File: src/rtl/pipelined_control_unit.sv
// pipelined_control_unit: registered decode stage. Turns the IF/ID opcode
// into ID/EX control bits and inserts bubbles for load-use, flush, illegal.
// Ports:
//   clk, reset (async, active-high)
//   instr_valid, opcode, rs1_id, rs2_id, rd_id : IF/ID instruction
//   flush : kill ID instruction; ex_stall : hold ID/EX
//   illegal_ack : leave the trap state
//   ex_valid, ex_branch, ex_jump, ex_mem_read, ex_mem_to_reg,
//   ex_mem_write, ex_alu_src, ex_reg_write, ex_alu_op, ex_rd : ID/EX regs
//   stall_id : combinational freeze for PC and IF/ID
//   illegal_trap : registered, high in TRAP; trap_count : saturating count
// Optional macro JUMP_DECODE_EN adds JAL/JALR/LUI/AUIPC decode; without it
// those opcodes are illegal and ex_jump is tied low.
module pipelined_control_unit #(
   parameter int ALUOP_W = 3,
   parameter int REG_W   = 5,
   parameter int CNT_W   = 8
) (
   input  logic               clk,
   input  logic               reset,
   input  logic               instr_valid,
   input  logic [6:0]         opcode,
   input  logic [REG_W-1:0]   rs1_id,
   input  logic [REG_W-1:0]   rs2_id,
   input  logic [REG_W-1:0]   rd_id,
   input  logic               flush,
   input  logic               ex_stall,
   input  logic               illegal_ack,
   output logic               ex_valid,
   output logic               ex_branch,
   output logic               ex_jump,
   output logic               ex_mem_read,
   output logic               ex_mem_to_reg,
   output logic               ex_mem_write,
   output logic               ex_alu_src,
   output logic               ex_reg_write,
   output logic [ALUOP_W-1:0] ex_alu_op,
   output logic [REG_W-1:0]   ex_rd,
   output logic               stall_id,
   output logic               illegal_trap,
   output logic [CNT_W-1:0]   trap_count
);

   localparam logic [6:0] OP_R     = 7'b0110011;
   localparam logic [6:0] OP_LOAD  = 7'b0000011;
   localparam logic [6:0] OP_STORE = 7'b0100011;
   localparam logic [6:0] OP_BR    = 7'b1100011;
   localparam logic [6:0] OP_IALU  = 7'b0010011;
   localparam logic [6:0] OP_NOP   = 7'b0000000;
`ifdef JUMP_DECODE_EN
   localparam logic [6:0] OP_JAL   = 7'b1101111;
   localparam logic [6:0] OP_JALR  = 7'b1100111;
   localparam logic [6:0] OP_LUI   = 7'b0110111;
   localparam logic [6:0] OP_AUIPC = 7'b0010111;
`endif

   typedef enum logic {
      IDLE = 1'b0,
      TRAP = 1'b1
   } state_t;

   typedef struct packed {
      logic               valid;
      logic               branch;
      logic               mem_read;
      logic               mem_to_reg;
      logic               mem_write;
      logic               alu_src;
      logic               reg_write;
      logic [ALUOP_W-1:0] alu_op;
      logic [REG_W-1:0]   rd;
   } ctl_t;

   ctl_t             dec;
   logic             dec_jump;
   logic             dec_legal;
   ctl_t             ctl_d, ctl_q;
   logic             jump_d, jump_q;
   state_t           state_d, state_q;
   logic [CNT_W-1:0] cnt_d, cnt_q;
   logic             hazard;
   logic             in_trap;

   // Opcode decode. NOP is legal but produces the all-zero bubble.
   always_comb begin
      dec       = '0;
      dec_jump  = 1'b0;
      dec_legal = 1'b1;
      unique case (1'b1)
         (opcode == OP_R): begin
            dec.reg_write = 1'b1;
            dec.alu_op    = ALUOP_W'(2);
         end
         (opcode == OP_LOAD): begin
            dec.alu_src    = 1'b1;
            dec.mem_to_reg = 1'b1;
            dec.reg_write  = 1'b1;
            dec.mem_read   = 1'b1;
         end
         (opcode == OP_STORE): begin
            dec.alu_src   = 1'b1;
            dec.mem_write = 1'b1;
         end
         (opcode == OP_BR): begin
            dec.branch = 1'b1;
            dec.alu_op = ALUOP_W'(1);
         end
         (opcode == OP_IALU): begin
            dec.alu_src   = 1'b1;
            dec.reg_write = 1'b1;
            dec.alu_op    = ALUOP_W'(3);
         end
`ifdef JUMP_DECODE_EN
         (opcode == OP_JAL): begin
            dec_jump      = 1'b1;
            dec.reg_write = 1'b1;
            dec.alu_op    = ALUOP_W'(4);
         end
         (opcode == OP_JALR): begin
            dec_jump      = 1'b1;
            dec.alu_src   = 1'b1;
            dec.reg_write = 1'b1;
            dec.alu_op    = ALUOP_W'(4);
         end
         (opcode == OP_LUI): begin
            dec.alu_src   = 1'b1;
            dec.reg_write = 1'b1;
            dec.alu_op    = ALUOP_W'(5);
         end
         (opcode == OP_AUIPC): begin
            dec.alu_src   = 1'b1;
            dec.reg_write = 1'b1;
            dec.alu_op    = ALUOP_W'(6);
         end
`endif
         (opcode == OP_NOP): begin
         end
         default: dec_legal = 1'b0;
      endcase
      if (opcode != OP_NOP && dec_legal) begin
         dec.valid = 1'b1;
         dec.rd    = rd_id;
      end
   end

   assign in_trap = (state_q == TRAP);

   // Load-use: the load in EX writes a register the ID instruction reads.
   assign hazard = instr_valid & ctl_q.valid & ctl_q.mem_read &
                   (ctl_q.rd != '0) &
                   ((ctl_q.rd == rs1_id) | (ctl_q.rd == rs2_id));

   assign stall_id = hazard | in_trap | ex_stall;

   // ID/EX next value; flush outranks ex_stall so a killed
   // instruction never lingers in a held register.
   always_comb begin
      ctl_d  = ctl_q;
      jump_d = jump_q;
      if (flush) begin
         ctl_d  = '0;
         jump_d = 1'b0;
      end else if (ex_stall) begin
         ctl_d  = ctl_q;
         jump_d = jump_q;
      end else if (in_trap || hazard || !instr_valid || !dec_legal) begin
         ctl_d  = '0;
         jump_d = 1'b0;
      end else begin
         ctl_d  = dec;
         jump_d = dec_jump;
      end
   end

   // Trap FSM. Entry only when the illegal instruction would really
   // have issued this cycle.
   always_comb begin
      state_d = state_q;
      cnt_d   = cnt_q;
      unique case (state_q)
         IDLE: begin
            if (instr_valid && !dec_legal && !flush &&
                !ex_stall && !hazard) begin
               state_d = TRAP;
               if (cnt_q != '1)
                  cnt_d = cnt_q + 1'b1;
            end
         end
         TRAP: begin
            if (illegal_ack)
               state_d = IDLE;
         end
         default: state_d = IDLE;
      endcase
   end

   always_ff @(posedge clk or posedge reset) begin
      if (reset) begin
         ctl_q   <= '0;
         jump_q  <= 1'b0;
         state_q <= IDLE;
         cnt_q   <= '0;
      end else begin
         ctl_q   <= ctl_d;
         jump_q  <= jump_d;
         state_q <= state_d;
         cnt_q   <= cnt_d;
      end
   end

   assign ex_valid      = ctl_q.valid;
   assign ex_branch     = ctl_q.branch;
   assign ex_mem_read   = ctl_q.mem_read;
   assign ex_mem_to_reg = ctl_q.mem_to_reg;
   assign ex_mem_write  = ctl_q.mem_write;
   assign ex_alu_src    = ctl_q.alu_src;
   assign ex_reg_write  = ctl_q.reg_write;
   assign ex_alu_op     = ctl_q.alu_op;
   assign ex_rd         = ctl_q.rd;
   assign illegal_trap  = in_trap;
   assign trap_count    = cnt_q;

`ifdef JUMP_DECODE_EN
   assign ex_jump = jump_q;
`else
   assign ex_jump = 1'b0;
`endif

endmodule

File: config.mk
export PLATFORM = sky130hd
export DESIGN_NAME = pipelined_control_unit
export DESIGN_NICKNAME = d
export VERILOG_FILES = /design/src/rtl/pipelined_control_unit.sv
export SDC_FILE = /design/constraint.sdc
export NUM_CORES = 1
export LEC_CHECK = 0
export ABC_AREA = 1
export BUFFER_PORTS_ARGS = -buffer_cell sky130_fd_sc_hd__buf_4
export CAP_MARGIN = 20
export CORE_MARGIN = 2
export CORE_UTILIZATION = 44
export DETAILED_ROUTE_END_ITERATION = 10
export PLACE_DENSITY = 0.8
export SETUP_SLACK_MARGIN = 0.02
export SLEW_MARGIN = 20
export SYNTH_ARGS = -nofsm -noshare
export SYNTH_HDL_FRONTEND = slang
export SYNTH_SLANG_ARGS = --single-unit
File: constraint.sdc
create_clock -name clk -period 1.6 [get_ports clk]
set_input_delay 0.16 -clock clk [delete_from_list [all_inputs] [get_ports clk]]
set_output_delay 0.16 -clock clk [all_outputs]
set_load 0.02 [all_outputs]
==> results.ini, run 1 <==
[synthesis]
syn_inst = 194
syn-cell-area_um2 = 1390
synth_edf_count = 0
yosysTopAreaCellShare_pct = 39.5
avgSynthCellArea_um2 = 7.18
async_flop_share_pct = 100
yosysWarnings = 0
synthFlopType = dfrtp_1
synth_area_leaders = dfrtp_1, nand2_1, inv_1, nand3_1, o21ai_2
synth.most_common_cell = nand2_1
synthTopCellsByCount = nand2_1, inv_1, dfrtp_1, nand3_1, nor2_1
yosysUniqueCellTypes = 24
ys_seq_elements = 22
synth-seq-area-share_pct = 39.5
post-synth-top-area-cell = dfrtp_1

[floorplanning]
core_area_um2 = 3030
pin_count = 54
die_h_um = 60.3
die_x_um = 60.3
rows = 20
die-area_um2 = 3630
start_util_pct = 46.0

[sta]
hold_viol = 0
rsz0062_at_grt = yes
setup_viol = 11
layout_min_cycle_time_ns = 1.68
finalSetupTns_ns = -0.221
drv_slew = 0
setup_ws_ns = -0.0793
fin_skew_ns = 0.00414
fmax_mhz = 595
post-route-period-util_pct = 105
whs_ns = 0.0129

[route]
drc_errors = 0
vias_per_cell = 4.69
num_vias = 1411
first_pass_iters = 4
routed_wl_um = 3420
drt_iter0_drc = 49
postRouteAntennaNets = 0
wire_per_inst_um = 11.4

[power_and_ir_drop]
power.total_mw = 1.53
p_per_area_nw_per_um2 = 761
p_leak_nw = 1.09
ir_drop_mv = 0.491

[clock_tree]
cts_buffer_depth = 2
cts_root_buffer = clkbuf_4
htreeDepth = 1
clkSlewWorstSetupHoldPaths_ns = 0.13
insertion_delay_ns = 0.31
cts_made_buffers = 3
cts_tree = yes
clock_sinks = 22

[layout]
syn_to_final_growth_pct = 44.1
postLayoutCoreUtil_pct = 66.3
final_nets = 287
n_fill_cell = 266
drive_gt1_share_pct = 38.1
antenna_cells = 0
finalInstanceArea_um2 = 2010
layout.cells.non_filler = 301

[worst_setup_path]
required_ns = 1.44
crit_arrival_ns = 1.52
cp_common_cell = inv_2
cpPeakStageDelay_ns = 0.47
start_kind = flop
path_class = reg -> out
crit_path_top_delay_cell = dfrtp_2
path_max_fanout = 6
critPathCaptureType = primary output
cp_cell_sequence = nor2_1 > nand3_1 > o21bai_1 > inv_2 > a21boi_4 > inv_2 > buf_6

[global_routing]
first_global_vias = 1292
use_met2_pct = 36.0
met1_usage_pct = 24.0
grt_use_total_pct = 19.9
use_met3_pct = 3.90
grt_antenna_before_repair = 0
grt_pass1_wl_um = 5420
grt_max_degree = 14
overflow = 0
grt_most_used_layer = met2

[placement]
gp_congestion = 0.833
dpl_cell_area_um2 = 1840
post-place-cells = 290
place_worst_setup_slack_ns = -0.0196
dp_hpwl_um = 2480
port_buffers = 51

[min_path]
hp-class = in -> reg

[run_status]
status = finished with violations
violations = setup timing

[run]
maxCapViolations = 0

report_power, final:
part	total [mW]	leakage, nW	switching (mW)	internal (mW)
sequential	0.651	0.297	0.0537	0.597
combinational	0.443	0.766	0.232	0.211
clock	0.435	0.0279	0.182	0.253
total	1.53	1.09	0.468	1.06
placed cells by master, fill, tap and decap left out:
master         synthesis  final
dfrtp_2                0      3
nor2_4                 1      1
a21boi_4               1      1
xor2_1                 3      3
o21ai_0                6      1
nor2_2                 1      1
nand3_2                0      8
dfrtp_1               22     19
dlygate4sd3_1          0      1
nand3_1               19     11
buf_4                  3     60
bufinv_16              0      1
o21ai_1                0      5
nand2_2                3      6
nand4_1                2      2
nor4_1                 2      2
inv_2                  0      4
a21oi_1                1      1
o21ai_2                7      7
nor2_1                16     16
o21bai_1               1      1
nand3_4                1      2
inv_1                 37     33
nor3_1                 2      2
buf_6                  1      1
clkbuf_4               0      3
xnor2_1                5      5
nand2_1               57     54
ha_1                   1      1
conb_1                 1      2
routing by layer:
layer	vias to the layer above	routed length (um)
li1	719	-
met1	654	1400
met2	36	1810
met3	2	182
met4	0	25
met5	-	0
area by class of cell:
| cell class | instances | area [um2] | share of cell area (%) |
|---|---|---|---|
| clock buffers | 3 | 22.5 | 1.12 |
| clock inverters | 1 | 30.0 | 1.50 |
| inverters | 37 | 139 | 6.92 |
| multi-input cells | 132 | 736 | 36.6 |
| flip-flops and latches | 22 | 554 | 27.6 |
| well taps | 44 | 55.1 | 2.74 |
| repair buffers | 62 | 472 | 23.5 |
state kept, by name (all words and copies together), names as in the netlist:
signal,cells
ex_rd,5
ex_valid,1
ex_mem_read,1
ex_mem_write,1
ex_alu_src,1
illegal_trap,1
trap_count,8
ex_branch,1
ex_reg_write,1
ex_alu_op,2
what timing repair did:
| action | in CTS | in global routing |
|---|---|---|
| cloned | 1 | 0 |
| pin swaps | 2 | 3 |
| hold endpoints to repair | 10 | 0 |
| hold buffers | 1 | 0 |
| setup endpoints to repair | 14 | 23 |
| resized for setup | 7 | 17 |
| buffers inserted | 4 | 1 |
final timing paths:
check                                 start       endpoint  slack, ns  cells after the start
worst max-delay path               ex_rd[1]       stall_id      -0.08                      7
worst min-delay path            illegal_ack   illegal_trap       0.01                      2
worst max register to register     ex_rd[4]   ex_alu_op[0]      -0.03                     12
worst min register to register   ex_alu_src     ex_alu_src       0.51                      2
max in group asynchronous             reset   ex_mem_write       0.71                      4
min in group asynchronous             reset  trap_count[5]       0.37                      3
critical path: cells and delay by family (launching register included):
kind                   cells  cell delay [ns]
AO/OA/AOI/OAI              2             0.32
flip-flops                 1             0.47
AND/OR/NAND/NOR            2             0.17
buffers and inverters      3             0.26
kinds of logic (layout without fill, tap and decap cells):
family,count (synthesis),in the layout,share of synthesized area (%)
adders and majority gates,1,1,0.898
DFF,22,22,39.5
xor gates and xnor gates,8,8,5.03
and+or+nand+nor,104,105,32.9
buffers and inverters,42,103,12.7
other,1,2,0.269
AOI/OAI and AO/OA,16,16,8.80
Power figures use the tool's default switching activity.
==> run 2, diff against run 1 <==
- SETUP_SLACK_MARGIN: 0.02 -> unset
==> results.ini, run 2 (synthesized netlist as in run 1, its figures left out) <==
[run_status]
status = finished with violations  ; unchanged
violations = setup timing  ; unchanged

[floorplanning]
start_util_pct = 46.0  ; unchanged
die-area_um2 = 3630  ; unchanged
die_x_um = 60.3  ; unchanged
rows = 20  ; unchanged
core_area_um2 = 3030  ; unchanged
pin_count = 54  ; unchanged
die_h_um = 60.3  ; unchanged

[placement]
post-place-cells = 291  ; was 290
place_worst_setup_slack_ns = -0.0302  ; was -0.0196 ns
port_buffers = 51  ; unchanged
dp_hpwl_um = 2430  ; was 2480 um
gp_congestion = 0.830  ; was 0.833

[worst_setup_path]
crit_arrival_ns = 1.51  ; was 1.52 ns
path_class = reg -> out  ; unchanged
required_ns = 1.44  ; about the same
path_max_fanout = 6  ; unchanged
start_kind = flop  ; unchanged
critPathCaptureType = primary output  ; unchanged

[power_and_ir_drop]
p_leak_nw = 1.09  ; about the same
power.switching_mw = 0.459  ; was 0.468 mW
pwr-share-clk_pct = 21.6  ; was 28.5%
switching_share_pct = 32.6  ; was 30.6%
ir_drop_mv = 0.592  ; was 0.491 mV
power_frac_seq_pct = 46.2  ; was 42.6%
combPwrFrac_pct = 32.1  ; was 29.0%
p_per_area_nw_per_um2 = 706  ; was 761 nW/um2
intPower_mw = 0.949  ; was 1.06 mW

[sta]
whs_ns = 0.0211  ; was 0.0129 ns
finalSetupTns_ns = -0.233  ; was -0.221 ns
fmax_mhz = 597  ; was 595 MHz
setup_ws_ns = -0.0739  ; was -0.0793 ns
setup_viol = 13  ; was 11
post-route-period-util_pct = 105  ; about the same
rsz0062_at_grt = yes  ; unchanged
layout_min_cycle_time_ns = 1.67  ; was 1.68 ns
hold_viol = 0  ; unchanged
fin_skew_ns = 0.00119  ; was 0.00414 ns
drv_slew = 0  ; unchanged

[global_routing]
overflow = 0  ; unchanged
grt_pass1_wl_um = 5320  ; was 5420 um
first_global_vias = 1257  ; was 1292
grt_antenna_before_repair = 0  ; unchanged
grt_max_degree = 23  ; was 14
grt_use_total_pct = 19.5  ; was 19.9%

[route]
num_vias = 1383  ; was 1411
routed_wl_um = 3300  ; was 3420 um
drc_errors = 0  ; unchanged
drt_iter0_drc = 72  ; was 49
wire_per_inst_um = 10.9  ; was 11.4 um
postRouteAntennaNets = 0  ; unchanged
first_pass_iters = 4  ; unchanged
vias_per_cell = 4.59  ; was 4.69

[layout]
postLayoutCoreUtil_pct = 65.9  ; was 66.3%
layout_commonest_cell = buf_4  ; unchanged
layout.cells.non_filler = 301  ; unchanged
final_cell_mix = buf_4, nand2_1, inv_1  ; unchanged
antenna_cells = 0  ; unchanged
n_fill_cell = 281  ; was 266
largest_register_ff_count = 8  ; unchanged
drive_gt1_share_pct = 35.8  ; was 38.1%
final_nets = 287  ; unchanged
syn_to_final_growth_pct = 43.1  ; was 44.1%

[clock_tree]
cts_made_buffers = 3  ; unchanged
cts_root_buffer = clkbuf_4  ; unchanged
cts_buffer_depth = 2  ; unchanged
cts_tree = yes  ; unchanged
clock_sinks = 22  ; unchanged
htreeDepth = 1  ; unchanged
clkSlewWorstSetupHoldPaths_ns = 0.12  ; was 0.13 ns
insertion_delay_ns = 0.30  ; was 0.31 ns

[run]
maxCapViolations = 0  ; unchanged

[min_path]
hp-class = in -> reg  ; unchanged

## run 2: worst max-delay path: stages (launching register included)
cell	delay, ns
dfrtp_1	0.44
nor2_1	0.13
nand3_1	0.08
o21bai_1	0.13
inv_1	0.10
a21boi_4	0.15
inv_2	0.05
buf_6	0.12
## run 2: final cells by class
class                      count  area, um2  area share (%)
inverter                      37        139            6.96
sequential                    22        552            27.7
clock buffer                   4       36.3            1.82
tap                           44       55.1            2.76
timing repair buffer          62        472            23.7
multi-input combinational    132        741            37.1
## run 2: path summary, 6_finish.rpt
kind	startpoint	to	slack, ns	cells after the start
worst max-delay path	ex_rd[0]	stall_id	-0.07	7
worst min-delay path	illegal_ack	illegal_trap	0.02	2
worst max register to register	ex_rd[0]	trap_count[5]	-0.03	9
worst min register to register	ex_branch	ex_branch	0.51	2
max in group asynchronous	reset	ex_rd[1]	0.91	4
min in group asynchronous	reset	trap_count[3]	0.44	4
## run 2: through the flow
stage	total power [mW]	cell area, um2
after floorplan	0.904	1400
after global placement	1.08	1840
after detailed placement	1.10	1840
after CTS	1.42	1950
after global routing	1.51	1990
final	1.41	1990
## run 2: power by group through the flow
stage | clock network, mW | logic (mW) | registers, mW
detailed placement | 0 | 0.437 | 0.662
global placement | 0 | 0.424 | 0.660
floorplan | 0 | 0.195 | 0.710
CTS | 0.318 | 0.453 | 0.651
finish | 0.305 | 0.453 | 0.651
global route | 0.351 | 0.502 | 0.660
## run 2: routing by layer
layer	share of wire, %	up-vias	global-route usage (%)
met5	0	-	0
met3	4.6	2	2.38
met4	0.58	0	6.35
li1	-	715	-
met1	44	634	25.5
met2	51	32	33.2
## run 2: repair_timing
action / in CTS / in global routing
setup buffers: 4 / 0
hold buffers: 1 / 0
endpoints found under the hold margin: 22 / 0
gates resized for setup: 6 / 13
cloned: 1 / 0
pin swaps: 4 / 4
endpoints found under the setup margin: 12 / 22
